`config.mk`:
```
export PLATFORM = sky130hd
export DESIGN_NAME = exu_ctrl
export DESIGN_NICKNAME = d
export VERILOG_FILES = /design/src/rtl/exu_ctrl.sv
export SDC_FILE = /design/constraint.sdc
export NUM_CORES = 1
export LEC_CHECK = 0
export BUFFER_PORTS_ARGS = -buffer_cell sky130_fd_sc_hd__buf_2
export CORE_MARGIN = 5
export CORE_UTILIZATION = 40
export DETAILED_ROUTE_END_ITERATION = 6
export PLACE_DENSITY = 0.74
export SLEW_MARGIN = 20
export SYNTH_ARGS = -nofsm -noshare
export SYNTH_HDL_FRONTEND = slang
export SYNTH_SLANG_ARGS = --single-unit
```
`constraint.sdc`:
```
create_clock -name i_clk -period 2.6 [get_ports i_clk]
set_input_delay 0.39 -clock i_clk [delete_from_list [all_inputs] [get_ports i_clk]]
set_output_delay 0.39 -clock i_clk [all_outputs]
set_load 0.03 [all_outputs]
```
`src/rtl/exu_ctrl.sv`:
```
// Execute-stage controller: sequences single-cycle ALU ops, multi-cycle MDU ops and traps.
// Latency: ALU result valid 1 cycle after accept; MDU result valid 1 cycle after i_mdu_done.
// Backpressure: result held in HOLD until i_ls_ready; no new accept outside IDLE or while flushing.
module exu_ctrl #(
  parameter int WORD_WD     = 64,
  parameter int MDU_TIMEOUT = 70   // legal range 1..127, compared against a 7-bit counter
) (
  input  logic               i_clk,
  input  logic               i_rst,
  input  logic               i_id_valid,
  output logic               o_id_ready,
  input  logic               i_is_mdu,
  input  logic               i_ebreak_sel,
  input  logic               i_invalid_inst_sel,
  input  logic [WORD_WD-1:0] i_alu_result,
  output logic               o_mdu_start,
  input  logic               i_mdu_done,
  input  logic [WORD_WD-1:0] i_mdu_result,
  input  logic               i_flush,
  output logic               o_ex_valid,
  input  logic               i_ls_ready,
  output logic [WORD_WD-1:0] o_ex_result,
  output logic               o_trap_end,
  output logic               o_trap_abort,
  output logic               o_busy
);

  typedef enum logic [1:0] {
    ST_IDLE     = 2'd0,
    ST_MDU_WAIT = 2'd1,
    ST_HOLD     = 2'd2,
    ST_HALT     = 2'd3
  } state_t;

  localparam logic [6:0] LP_TIMEOUT = 7'(MDU_TIMEOUT);
  localparam logic [6:0] LP_CNT_MAX = 7'd127;

  state_t             r_state;
  state_t             w_state_nxt;
  logic [6:0]         r_cnt;
  logic [6:0]         w_cnt_nxt;
  logic [WORD_WD-1:0] r_result;
  logic [WORD_WD-1:0] w_result_nxt;
  logic               r_mdu_start;
  logic               w_mdu_start_nxt;
  logic               r_trap_end;
  logic               w_trap_end_nxt;
  logic               r_trap_abort;
  logic               w_trap_abort_nxt;

  logic               w_id_ready;
  logic               w_accept;

  // Handshake with ID: only an idle, non-flushing controller takes a new instruction.
  assign w_id_ready = (r_state == ST_IDLE) && !i_flush;
  assign w_accept   = i_id_valid && w_id_ready;

  // Next-state, counter, result capture and registered pulse requests.
  always_comb begin
    w_state_nxt      = r_state;
    w_cnt_nxt        = r_cnt;
    w_result_nxt     = r_result;
    w_mdu_start_nxt  = 1'b0;
    w_trap_end_nxt   = 1'b0;
    w_trap_abort_nxt = 1'b0;

    case (r_state)
      ST_IDLE: begin
        if (w_accept) begin
          // Decode priority: invalid > ebreak > mdu > alu.
          if (i_invalid_inst_sel) begin
            w_state_nxt      = ST_HALT;
            w_trap_abort_nxt = 1'b1;
          end else if (i_ebreak_sel) begin
            w_state_nxt    = ST_HALT;
            w_trap_end_nxt = 1'b1;
          end else if (i_is_mdu) begin
            w_state_nxt     = ST_MDU_WAIT;
            w_cnt_nxt       = 7'd0;
            w_mdu_start_nxt = 1'b1;
          end else begin
            w_state_nxt  = ST_HOLD;
            w_result_nxt = i_alu_result;
          end
        end
      end

      ST_MDU_WAIT: begin
        // Counter runs every wait cycle and sticks at its maximum.
        if (r_cnt != LP_CNT_MAX) begin
          w_cnt_nxt = r_cnt + 7'd1;
        end
        // Flush beats done, and done beats a timeout landing in the same cycle.
        if (i_flush) begin
          w_state_nxt = ST_IDLE;
          w_cnt_nxt   = 7'd0;
        end else if (i_mdu_done) begin
          w_state_nxt  = ST_HOLD;
          w_result_nxt = i_mdu_result;
        end else if (r_cnt == LP_TIMEOUT) begin
          w_state_nxt      = ST_HALT;
          w_trap_abort_nxt = 1'b1;
        end
      end

      ST_HOLD: begin
        // Flush discards the held result; otherwise wait for LS to take it.
        if (i_flush || i_ls_ready) begin
          w_state_nxt = ST_IDLE;
        end
      end

      ST_HALT: begin
        // Absorbing until reset: nothing is accepted and no pulse is repeated.
        w_state_nxt = ST_HALT;
      end

      default: begin
        w_state_nxt = ST_IDLE;
      end
    endcase
  end

  // State and datapath registers; reset drops any in-flight instruction silently.
  always_ff @(posedge i_clk or posedge i_rst) begin
    if (i_rst) begin
      r_state      <= ST_IDLE;
      r_cnt        <= 7'd0;
      r_result     <= '0;
      r_mdu_start  <= 1'b0;
      r_trap_end   <= 1'b0;
      r_trap_abort <= 1'b0;
    end else begin
      r_state      <= w_state_nxt;
      r_cnt        <= w_cnt_nxt;
      r_result     <= w_result_nxt;
      r_mdu_start  <= w_mdu_start_nxt;
      r_trap_end   <= w_trap_end_nxt;
      r_trap_abort <= w_trap_abort_nxt;
    end
  end

  assign o_id_ready   = w_id_ready;
  assign o_mdu_start  = r_mdu_start;
  assign o_ex_valid   = (r_state == ST_HOLD);
  assign o_ex_result  = r_result;
  assign o_trap_end   = r_trap_end;
  assign o_trap_abort = r_trap_abort;
  assign o_busy       = (r_state != ST_IDLE);

  // The two trap pulses are mutually exclusive.
  a_trap_onehot: assert property (@(posedge i_clk) disable iff (i_rst)
    !(o_trap_end && o_trap_abort));

  // An MDU start pulse is only ever seen in the wait state.
  a_start_in_wait: assert property (@(posedge i_clk) disable iff (i_rst)
    o_mdu_start |-> (r_state == ST_MDU_WAIT));

  // A trap pulse is only ever seen after entering HALT.
  a_trap_in_halt: assert property (@(posedge i_clk) disable iff (i_rst)
    (o_trap_end || o_trap_abort) |-> (r_state == ST_HALT));

endmodule
```
==> summary.md <==
| Metric | Value |
|---|---|
| Status | finished clean |
| Post-CTS setup repair buffer count | 0 |
| Core area | 8760 um^2 |
| CP endpoint kind | output pin |
| Hold WC Path Type | input pin to async pin |
| Setup TNS | 0 ns |
| Syn nets | 489 |
| YS warnings | 0 |
| Commonest non-fill, non-tap cell in the layout | buf_2 |
| Mapped Area | 3620 um^2 |
| FF-to-FF setup slack | 0.84 ns |
| Clock slew at reported path FFs | 0.08 ns |
| Largest net degree at the start of global routing | 129 |
| Vias in the first global route | 3302 |
| Count of input and output buffers | 206 |
| CP Launch Type | flip-flop |
| Post-placement setup slack | 0.700 ns |
| Maxcap violations | 0 |
| Fmax | 547 MHz |
| Synthesis-to-layout area growth | 37.2% |
| Syn Area/Cell | 10.3 um^2 |
| RSZ-0062 raised after global routing | no |
| Initial Util | 41.3% |
| Final period util | 70.3% |
| Post-Layout Cell Count | 662 |
| Hold Worst Slack | 0.104 ns |
| DRT Wirelength | 9410 um |
| Final ANT Viol Nets | 0 |
| Die Area | 11100 um^2 |
| Required time worst endpoint | 2.21 ns |
| Max Root-Sink Buffers | 2 |
| Gr usage total | 16.8% |
| Number of antenna violations at the first check in global routing | 0 |
| Worst Path Class, Setup | flip-flop to output pin |
| Fill count | 792 |
| DRC Markers | 0 |
| Routed length per placed instance | 14.2 um |
| CTS tree | done |
| PwrDens | 1170 nW/um^2 |
| Final Util | 56.7% |
| Worst skew pair latency | 0.33 ns |
| Post-Synthesis Cells | 350 |
| Setup WS post-layout | 0.773 ns |
| GRT overflow | 0 |
| Fin. max-slew vios | 0 |
| Crit Path Max Fanout | 8 |
| Number of primary I/O pins | 207 |
| Leak Pwr | 2.57 nW |
| ANT cells | 0 |
| Layout cells sized above 1 | 41.7% |
| Post-DP HPWL | 7420 um |
| Rel. slew slack | 59.3% |
| Vias | 3210 |
| Vias per cell | 4.85 |
| Hold Fails Final Rpt | 0 |
| H-tree depth | 3 |
| First-iteration detailed-routing DRC count | 80 |
| CP Data Arrival Time | 1.44 ns |
| Final nets | 688 |
| Final setup viols | 0 |
| Sequential fraction of the synthesis area | 52.5% |
| # rows | 34 |
| Chip height | 105 um |
| Yosys cell types | 36 |
| CTS sink count | 76 |
| Setup Skew | 0.00860 ns |
| First-pass GRT wire length | 15500 um |
| Post_cts resized | 0 |
| First-pass DRT Iterations | 4 |
| Hold_buf cts | 0 |
| GP Congestion | 0.868 |
| Peak VDD IR | 0.000534 V |
| Inserted Clock Buffers | 9 |
| Dpl cells | 646 |
| Post-layout min period | 1.83 ns |
| CTS root buf | clkbuf_8 |
| Least-Margin Pin Slew | 0.610 ns |
| Synthesized flop and latch total | 76 |
| Die Wd | 105 um |
| Most frequent cells in the layout | 206 x buf_2, 76 x dfrtp_1, 68 x o21ai_0, 66 x nand2_1, 64 x mux2i_1 |
[worst max-delay path, cell delays in order, from the launching register on]
cell     delay (ns)
dfrtp_1        0.48
nor2_1         0.21
inv_1          0.13
nor2_1         0.09
buf_2          0.20
[stage by stage]
stage	total power [W]	area, um^2
finish	0.00581	4970
CTS	0.00590	4970
global route	0.00622	4970
global placement	0.00469	4720
detailed placement	0.00477	4720
floorplan	0.00395	3620
[cells by family after synthesis]
group / after synthesis / share of synthesized area, %
simple gates: 92 / 11.2
flops: 76 / 52.5
mux: 65 / 18.0
buf+inv: 29 / 4.77
fa+ha+maj: 2 / 0.691
compound gates: 85 / 12.6
xor+xnor: 1 / 0.242
[Yosys cell counts]
| cell type | number | share of area (%) |
|---|---|---|
| o21ai_0 | 68 | 9.4 |
| inv_1 | 7 | 0.73 |
| nor4bb_1 | 1 | 0.28 |
| dfrtp_1 | 76 | 53 |
| ha_1 | 2 | 0.69 |
| a22oi_1 | 1 | 0.21 |
| and2_1 | 1 | 0.17 |
| a32oi_1 | 1 | 0.24 |
| nand2_1 | 66 | 6.8 |
| a31oi_1 | 2 | 0.35 |
| nor2b_1 | 1 | 0.17 |
| buf_6 | 4 | 1.2 |
| a41oi_1 | 1 | 0.24 |
| buf_4 | 7 | 1.5 |
| nor3b_1 | 1 | 0.21 |
| o32ai_1 | 1 | 0.24 |
| and3_1 | 4 | 0.69 |
| nor4b_2 | 1 | 0.41 |
| o22ai_1 | 2 | 0.35 |
| nand3b_1 | 1 | 0.21 |
| clkbuf_2 | 1 | 0.14 |
| nor2_1 | 7 | 0.73 |
| nor3_1 | 2 | 0.28 |
| mux2i_1 | 64 | 18 |
| clkbuf_1 | 5 | 0.52 |
| xnor2_1 | 1 | 0.24 |
| mux2_1 | 1 | 0.31 |
| a21oi_1 | 5 | 0.69 |
| nand2b_1 | 1 | 0.17 |
| and2b_1 | 1 | 0.21 |
| and2_0 | 1 | 0.17 |
| o21a_1 | 2 | 0.41 |
| a31o_2 | 2 | 0.48 |
| nor4b_1 | 1 | 0.24 |
| buf_2 | 5 | 0.69 |
| nand3_1 | 3 | 0.41 |
[metal layers]
metal,routed length (um),global-route usage [%]
met1,3680,19.7
met2,4810,29.4
met3,790,4.99
met4,123,4.93
met5,0,0
[where the power goes]
part	switching [W]	total (W)	internal, W	leakage [nW]
Sequential	0.000259	0.00194	0.00168	0.962
Combinational	0.00191	0.00277	0.000864	1.48
Clock	0.000411	0.00110	0.000690	0.127
[worst paths after layout]
check / startpoint / depth (start not counted) / endpoint
setup / recovery: r_state[1]$_DFFE_PP0P_ / 4 / o_id_ready
min in group i_clk: i_mdu_done / 2 / o_trap_abort$_DFF_PP0_
hold reg to reg: o_ex_result[21]$_DFFE_PP0P_ / 2 / o_ex_result[21]$_DFFE_PP0P_
hold / removal: i_rst / 2 / o_ex_result[41]$_DFFE_PP0P_
setup reg to reg: r_state[1]$_DFFE_PP0P_ / 5 / o_ex_result[11]$_DFFE_PP0P_
max in group asynchronous: i_rst / 3 / o_ex_result[32]$_DFFE_PP0P_
[state kept, by name, summed over array words and instances, names as in the netlist]
| name | flops |
|---|---|
| o_ex_result | 64 |
| o_mdu_start | 1 |
| o_trap_abort | 1 |
| o_trap_end | 1 |
| r_cnt | 7 |
| r_state | 2 |
[final cells by class]
class	count	area [um^2]	area share [%]
clock buffer	12	155	3.12
inverter	7	27.5	0.554
sequential	76	1900	38.3
tap	108	135	2.72
clock inverter	4	95.1	1.91
multi-input combinational	245	1570	31.6
timing repair buffer	210	1090	21.9
Power figures use the tool's default switching activity.
